**config.mk**
```make
export PLATFORM = sky130hd
export DESIGN_NAME = mem_access_unit
export DESIGN_NICKNAME = d
export VERILOG_FILES = /design/src/rtl/mem_access_unit.sv
export SDC_FILE = /design/constraint.sdc
export NUM_CORES = 1
export LEC_CHECK = 0
export CAP_MARGIN = 20
export CELL_PAD_IN_SITES_DETAIL_PLACEMENT = 0
export CELL_PAD_IN_SITES_GLOBAL_PLACEMENT = 2
export CORE_ASPECT_RATIO = 1.1
export CORE_MARGIN = 4
export CORE_UTILIZATION = 24
export DETAILED_ROUTE_END_ITERATION = 10
export GPL_ROUTABILITY_DRIVEN = 0
export GPL_TIMING_DRIVEN = 0
export PLACE_DENSITY = 0.93
export SLEW_MARGIN = 15
export SYNTH_ARGS = -nofsm -noshare
export SYNTH_HDL_FRONTEND = slang
export SYNTH_SLANG_ARGS = --single-unit
```
**constraint.sdc**
```tcl
create_clock -name clk -period 5.2 [get_ports clk]
set_clock_uncertainty 0.2 [all_clocks]
set_input_delay 0.52 -clock clk [delete_from_list [all_inputs] [get_ports clk]]
set_output_delay 0.52 -clock clk [all_outputs]
set_load 0.005 [all_outputs]
```
**src/rtl/mem_access_unit.sv**
```systemverilog
// Data-memory access stage: one bus transaction per load/store request, with byte-lane steering and load extension.
// Optional MEM_TIMEOUT_EN adds a bus wait counter that aborts after TIMEOUT_CYCLES wait cycles.
module mem_access_unit #(
    parameter int TIMEOUT_CYCLES = 255
) (
    input  logic        clk,
    input  logic        reset,
    input  logic        rd_req,
    input  logic        wr_req,
    input  logic [2:0]  funct3,
    input  logic [31:0] addr,
    input  logic [31:0] wdata,
    output logic [31:0] rdata_out,
    output logic        done,
    output logic        busy,
    output logic        misalign,
    output logic        illegal,
    output logic        timeout_err,
    output logic        bus_req,
    output logic        bus_we,
    output logic [31:0] bus_addr,
    output logic [3:0]  bus_be,
    output logic [31:0] bus_wdata,
    input  logic [31:0] bus_rdata,
    input  logic        bus_ready
);

    localparam logic [1:0] S_IDLE = 2'd0;
    localparam logic [1:0] S_BUS  = 2'd1;
    localparam logic [1:0] S_DONE = 2'd2;

    if (TIMEOUT_CYCLES < 1 || TIMEOUT_CYCLES > 255) begin : g_bad_timeout
        $error("TIMEOUT_CYCLES must be in 1..255");
    end

    logic [1:0]  state;
    logic [31:0] lat_addr;
    logic [31:0] lat_wdata;
    logic [2:0]  lat_f3;
    logic        lat_we;
    logic        fault;
    logic        chk_illegal;
    logic        chk_misalign;
    logic [31:0] load_ext;
    logic [7:0]  ld_byte;
    logic [15:0] ld_half;
    logic [3:0]  st_be;
    logic [31:0] st_wdata;

    always_comb begin
        if (wr_req)
            chk_illegal = !(funct3 == 3'b000 || funct3 == 3'b001 || funct3 == 3'b010);
        else
            chk_illegal = (funct3 == 3'b011 || funct3 == 3'b110 || funct3 == 3'b111);
        // Alignment is only meaningful for a recognised access size.
        chk_misalign = !chk_illegal &&
                       ((funct3[1:0] == 2'b01 && addr[0]) ||
                        (funct3[1:0] == 2'b10 && addr[1:0] != 2'b00));
    end

    always_comb begin
        ld_byte  = bus_rdata[8*lat_addr[1:0] +: 8];
        ld_half  = bus_rdata[16*lat_addr[1] +: 16];
        load_ext = bus_rdata;
        case (lat_f3)
            3'b000:  load_ext = {{24{ld_byte[7]}}, ld_byte};
            3'b100:  load_ext = {24'd0, ld_byte};
            3'b001:  load_ext = {{16{ld_half[15]}}, ld_half};
            3'b101:  load_ext = {16'd0, ld_half};
            default: load_ext = bus_rdata;
        endcase
    end

    always_comb begin
        st_be    = 4'b1111;
        st_wdata = lat_wdata;
        case (lat_f3[1:0])
            2'b00: begin
                st_be    = 4'b0001 << lat_addr[1:0];
                st_wdata = {4{lat_wdata[7:0]}};
            end
            2'b01: begin
                st_be    = 4'b0011 << {lat_addr[1], 1'b0};
                st_wdata = {2{lat_wdata[15:0]}};
            end
            default: begin
                st_be    = 4'b1111;
                st_wdata = lat_wdata;
            end
        endcase
    end

    // A faulted request still spends one cycle in BUS with the bus held idle,
    // so every request reports done with the same minimum latency.
    assign bus_req   = (state == S_BUS) && !fault;
    assign bus_we    = bus_req && lat_we;
    assign bus_addr  = bus_req ? {lat_addr[31:2], 2'b00} : 32'd0;
    assign bus_be    = bus_we ? st_be : 4'b0000;
    assign bus_wdata = bus_we ? st_wdata : 32'd0;
    assign done      = (state == S_DONE);
    assign busy      = (state != S_IDLE);

`ifdef MEM_TIMEOUT_EN
    localparam logic [7:0] WAIT_LIMIT = 8'(TIMEOUT_CYCLES - 1);
    logic [7:0] wait_cnt;
    logic       timeout_flag;
    assign timeout_err = timeout_flag;
`else
    assign timeout_err = 1'b0;
`endif

    always_ff @(posedge clk) begin
        if (reset) begin
            state     <= S_IDLE;
            lat_addr  <= 32'd0;
            lat_wdata <= 32'd0;
            lat_f3    <= 3'd0;
            lat_we    <= 1'b0;
            fault     <= 1'b0;
            rdata_out <= 32'd0;
            misalign  <= 1'b0;
            illegal   <= 1'b0;
`ifdef MEM_TIMEOUT_EN
            wait_cnt     <= 8'd0;
            timeout_flag <= 1'b0;
`endif
        end else begin
            case (state)
                S_IDLE: begin
                    if (rd_req || wr_req) begin
                        lat_addr  <= addr;
                        lat_wdata <= wdata;
                        lat_f3    <= funct3;
                        lat_we    <= wr_req;
                        fault     <= chk_illegal || chk_misalign;
                        illegal   <= chk_illegal;
                        misalign  <= chk_misalign;
                        rdata_out <= 32'd0;
                        state     <= S_BUS;
`ifdef MEM_TIMEOUT_EN
                        wait_cnt     <= 8'd0;
                        timeout_flag <= 1'b0;
`endif
                    end
                end
                S_BUS: begin
                    if (fault) begin
                        state <= S_DONE;
                    end else if (bus_ready) begin
                        state <= S_DONE;
                        if (!lat_we)
                            rdata_out <= load_ext;
`ifdef MEM_TIMEOUT_EN
                    end else if (wait_cnt == WAIT_LIMIT) begin
                        state        <= S_DONE;
                        timeout_flag <= 1'b1;
                    end else begin
                        wait_cnt <= wait_cnt + 8'd1;
`endif
                    end
                end
                S_DONE:  state <= S_IDLE;
                default: state <= S_IDLE;
            endcase
        end
    end

endmodule
```
==> results of run 1 <==
==> sequential cells by signal (all words and copies together) (netlist names) <==
name / flops
illegal: 1
lat_addr: 32
lat_wdata: 32
lat_f3: 3
fault: 1
misalign: 1
rdata_out: 32
lat_we: 1
state: 2
==> path summary, 6_finish.rpt <==
| kind | end | slack [ns] | depth (start not counted) |
|---|---|---|---|
| worst max-delay path | bus_wdata[15] | 1.77 | 5 |
| worst min-delay path | rdata_out[14] | 0.24 | 2 |
| worst max register to register | lat_addr[1] | 2.93 | 7 |
| worst min register to register | rdata_out[14] | 0.24 | 2 |
==> stage by stage <==
step,hold WS [ns],power (mW)
final,0.243,2.01
after global routing,0.266,2.12
after CTS,0.244,2.04
after detailed placement,0.232,1.36
after global placement,0.226,1.36
after floorplan,0.232,1.13
==> cell families (layout without fill, tap and decap cells) <==
kind of cell / count (synthesis) / after routing / synth area share
AOI/OAI and AO/OA: 148 / 148 / 0.181
other: 1 / 3 / 0.000779
buffers and inverters: 54 / 277 / 0.0478
and+or+nand+nor: 292 / 292 / 0.274
muxes: 27 / 27 / 0.0592
DFF: 105 / 105 / 0.436
==> per-layer routing <==
layer / up-vias / part of all wire / global-route usage
met1: 2365 / 0.43 / 0.204
met3: 12 / 0.071 / 0.0364
met4: 0 / 0.0083 / 0.0330
met2: 157 / 0.49 / 0.267
li1: 2543 / - / -
met5: - / 0 / 0
==> tightest hold or removal path, cell delays in order, from the launching register on <==
cell,delay (ns)
dfxtp_1,0.32
nand2_1,0.05
nand2_1,0.04
==> cell usage after synthesis (4+ instances only) <==
master    instances
a21oi_1          97
a221o_1          16
and2_1           31
and3_1            8
buf_2             7
clkbuf_1         37
dfxtp_1         105
inv_1             4
mux2i_1          24
nand2_1         181
nand2b_1          4
nor2_1           39
nor2b_1          11
o21ai_0          17
o221ai_1          7
or3_1             7
==> power groups by stage <==
stage / registers, mW / clock network (mW) / logic (mW)
after floorplan: 0.909 / 0 / 0.222
after global placement: 0.921 / 0 / 0.437
after global routing: 0.910 / 0.730 / 0.479
final: 0.903 / 0.679 / 0.432
after CTS: 0.903 / 0.699 / 0.439
after detailed placement: 0.922 / 0 / 0.437
==> cell type report <==
cell class,count,area (um2)
clock buffer,9,225
inverter,4,15.0
fill,2121,12300
tap,252,315
sequential,105,2100
multi-input combinational,470,2490
clock inverter,7,62.6
buffer,50,215
timing repair buffer,207,2070
==> out/qor.txt, run 1 <==
Global Route Usage Sum = 0.157
Drt pass-1 iters = 4
Crit Path Class = reg2out
Sw Ratio = 0.305
FFs w/ async S/R, synth = 0
Htree depth = 3
LEAKAGE = 2.76 nW
CP peak stage delay = 0.54 ns
Core Util, Final = 0.379
Internal power = 1.40 mW
Final Cycle Share = 0.659
Maximum fanout along the worst path = 10
Most frequent cells in the layout = clkdlybuf4s50_1, nand2_1, dfxtp_1
Worst setup SP type = register
Final Critical Period = 3.43 ns
# Max-Cap Violations = 0
Die ar. = 22400 um2
Largest net degree at the start of global routing = 20
Clock share of power = 0.337
Clock transition at path regs = 0.07 ns
Area contributors post-synth = dfxtp_1, nand2_1, a21oi_1, mux2i_1, and2_1
Final Max Slew Viols = 0
Worst setup EP type = primary output
CTS tree = yes
Synth-to-layout area growth = 55.7%
Worst r2r src = state[1]
Ys flop type = dfxtp_1
Vias in the first global route = 4872
Most common cell after layout, fill and taps aside = clkdlybuf4s50_1
First-pass GRT wire length = 27300 um
Origin of the worst min-delay path = rdata_out[14]
Relative slew margins = 0.443
Final wirelength = 18400 um
Top cell family by delay on the critical path = buffers and inverters
Chip height = 157 um
Starting Density = 0.243
Seq/Total Area, Yosys = 0.436
Crit path DAT = 2.71 ns
Row Count = 54
Post-CTS Hold Buffers = 0
CP required = 4.48 ns
DR iter-0 viols = 223
Syn avg cell area = 7.68 um2
Power per cell area = 269 nW/um2
Syn. warnings = 0
Placed instance count = 1088
Unrepaired setup endpoints after global routing = no
Post-CTS setup buffer count = 0
Final hold violation count = 0
Worst path slowest cell = clkdlybuf4s50_1
Buffers and inverters on the worst path = 2
DRC viols = 0
Count of flip-flops with a built-in enable after synthesis = 0
GR Overflow Total = 0
Post-synth cell types = 38
Final setup viols = 0
Antenna violations before repair = 0
CTS-repair resized insts = 0
Syn Inst Count = 627
Slew @ Worst Pin = 0.836 ns
Port bufs = 207
Final ANT Viol Nets = 0
Combinational Power Share = 0.214
Post-DP Area = 7210 um2
Peak Freq = 0.292 GHz
CP Cell Sequence = nor3b_2 -> nand2_1 -> clkbuf_1 -> a21oi_1 -> clkdlybuf4s50_1
Routed vias = 5077
Core area = 19800 um2
Class of the worst hold path = reg2reg
Non-filler cells, final = 1104
Seq cells post-synth = 105
DPL Wire Length = 14200 um
Root Buffer = clkbuf_16
Design area = 7500 um2
Die width = 143 um
CTS buffer count = 9
Sw Pwr = 614 uW
Status = finished clean
Layout cell share with drive strength beyond 1 = 0.0434
CTS Buffer Depth = 2
Clock sink total = 105
Final #Nets = 951
Crit path from = fault
Num ports = 211
Worst slack, placed = 2.05 ns
Max VDD drop = 0.174 mV
Routed length per instance = 16.6 um
Vias per inst = 4.60
PnR worst setup slack = 1.77 ns
Synth Cell Area = 4820 um2
Largest area contributor in the netlist = dfxtp_1
Fin Setup TNS = 0 ns
Worst-skew pair later-pin latency = 0.35 ns
Yosys top cell area share = 0.436
Seq pwr share = 0.448
N_diodes = 0
No activity file was read; power rests on OpenSTA's default activity.
==> run 2: changes to the inputs <==
- CORE_UTILIZATION: 24 -> 22
- PLACE_DENSITY: 0.93 -> 0.87
- clock period: 5.2 -> 3.5 ns (I/O delays scaled with it)
==> run 2 against run 1 <==
Effect of this change:
- worst setup slack worse by 1.5 ns
- sequential cell count stayed put
- global-route usage is 0.32 points lower
- design area is 0.20% higher
- sequential power is 48% higher
- critical path depth stayed put
- routed wire length is 3.9% higher
- critical path type unchanged
- largest cell class unchanged
- highest routed layer unchanged
==> out/qor.txt, run 2 (same netlist as run 1, synthesis figures left out) <==
Buffers and inverters on the worst path = 3 (+1)
Class of the worst hold path = reg2reg
N_diodes = 0 (unchanged)
Drt pass-1 iters = 4 (unchanged)
Root Buffer = clkbuf_16
Core area = 21400 um2 (+8.3%)
DRC viols = 0 (unchanged)
Largest net degree at the start of global routing = 16 (-20%)
Non-filler cells, final = 1140 (+3.3%)
Worst setup EP type = primary output
Row Count = 56 (+3.7%)
Clock sink total = 105 (unchanged)
Maximum fanout along the worst path = 10 (unchanged)
CP required = 2.95 ns (-1.53 ns)
# Max-Cap Violations = 0 (unchanged)
Layout cell share with drive strength beyond 1 = 0.0400 (-0.00343)
Post-CTS setup buffer count = 0 (unchanged)
Routed vias = 5039 (-0.75%)
DR iter-0 viols = 186 (-17%)
Starting Density = 0.225 (-0.0187)
Final Critical Period = 3.27 ns
Final #Nets = 951 (unchanged)
Vias per inst = 4.42 (-3.9%)
Final setup viols = 0 (unchanged)
CP peak stage delay = 0.65 ns (+0.11 ns)
CTS Buffer Depth = 2 (unchanged)
CTS tree = yes
Status = finished clean
Final Max Slew Viols = 0 (unchanged)
Worst slack, placed = 0.476 ns (-1.57 ns)
CTS buffer count = 9 (unchanged)
Biggest regs = lat_addr x32, lat_wdata x32, rdata_out x32
Vias in the first global route = 5058 (+3.8%)
Crit path DAT = 2.72 ns (about the same)
Relative slew margins = 0.401 (-0.0420)
Most used cell, CP = clkbuf_1
Clock transition at path regs = 0.07 ns (about the same)
Slew @ Worst Pin = 0.899 ns (+0.0631 ns)
Fin Setup TNS = 0 ns (unchanged)
Die width = 149 um (+4.2%)
Most common cell after layout, fill and taps aside = clkdlybuf4s50_1
Global Route Usage Sum = 0.154 (-0.00321)
Port bufs = 207 (unchanged)
DPL Wire Length = 14800 um (+3.9%)
Chip height = 163 um (+4.2%)
Unrepaired setup endpoints after global routing = no
Num ports = 211 (unchanged)
Final ANT Viol Nets = 0 (unchanged)
Worst path slowest cell = clkbuf_1
PnR worst setup slack = 0.228 ns (-1.54 ns)
Routed length per instance = 16.7 um (+0.59%)
CP Cell Sequence = clkbuf_1 -> clkbuf_1 -> mux2i_1 -> nor2_1 -> clkdlybuf4s50_1
Htree depth = 3 (unchanged)
Placed instance count = 1126 (+3.5%)
Overall power = 2.92 mW (+45%)
LEAKAGE = 2.74 nW (-0.73%)
Synth-to-layout area growth = 56.0%
Final wirelength = 19100 um (+3.9%)
Most frequent cells in the layout = clkdlybuf4s50_1, nand2_1, dfxtp_1
Die ar. = 24300 um2 (+8.6%)
GR Overflow Total = 0 (unchanged)
First-pass GRT wire length = 29100 um (+6.6%)
Worst setup SP type = register
Top cell family by delay on the critical path = buffers and inverters
Final Cycle Share = 0.935
Final hold violation count = 0 (unchanged)
Worst-skew pair later-pin latency = 0.35 ns (about the same)
Max VDD drop = 0.222 mV (+28%)
Antenna violations before repair = 0 (unchanged)
Power per cell area = 389 nW/um2 (+45%)
Peak Freq = 0.306 GHz
Crit Path Class = reg2out
run 2: cell count changes in the layout (fill, tap and decap cells not counted):
cell | before | now
clkbuf_1 | 37 | 39
nand2_1 | 181 | 180
inv_6 | 2 | 0
clkinv_2 | 0 | 1
nand2_2 | 0 | 1
inv_8 | 1 | 0
clkinvlp_4 | 1 | 2
clkinv_4 | 3 | 0
run 2: worst reg2reg max path: stages, from the launching register on:
cell and delay, ns:
dfxtp_1 0.34, nor2_1 0.33, and2_1 0.19, clkbuf_1 0.38
buf_2 0.32, buf_2 0.28, nand2_1 0.08, a21oi_1 0.13
run 2: power by group:
group / switching (mW) / internal, mW / total (mW)
combinational: 0.348 / 0.301 / 0.649
sequential: 0.0614 / 1.28 / 1.34
clock: 0.459 / 0.475 / 0.934
run 2: per-stage QoR:
step / util / hold WS [ns] / instance area [um2]
floorplan: - / 0.232 / 4820
CTS: 0.350 / 0.240 / 7510
global route: 0.350 / 0.257 / 7510
detailed placement: 0.339 / 0.231 / 7260
global placement: 0.339 / 0.224 / 7260
finish: 0.350 / 0.236 / 7510
run 2: cell type report:
cell class,count,area (um2)
Tap cell,290,363
Multi-Input combinational cell,470,2490
Timing Repair Buffer,207,2070
Inverter,4,15.0
Clock inverter,3,20.0
Fill cell,2343,13900
Clock buffer,11,233
Sequential cell,105,2100
Buffer,50,215
run 2: final timing paths:
check / to / cells past startpoint / start / slack (ns)
max: bus_wdata[17] / 5 / lat_f3[1] / 0.23
min: rdata_out[10] / 2 / rdata_out[10] / 0.24
max reg2reg: lat_addr[2] / 7 / state[1] / 1.16
min reg2reg: rdata_out[10] / 2 / rdata_out[10] / 0.24
run 2: per-layer routing:
layer / part of all wire / vias up / track usage / wire [um]
li1: - / 2540 / - / -
met1: 0.45 / 2332 / 0.199 / 8580
met2: 0.47 / 155 / 0.259 / 9060
met3: 0.065 / 12 / 0.0355 / 1240
met4: 0.010 / 0 / 0.0400 / 200
met5: 0 / - / 0 / 0
run 2: repair_timing:
item                       in CTS  in global routing
setup endpoints to repair       0                  2
hold buffers                    0                  0
resized for setup               0                  1
==> run 3: changes to the inputs <==
- TNS_END_PERCENT: not set -> 5
==> results of run 3 <==
Final layout, timing and power as in run 2 (identical DEF).
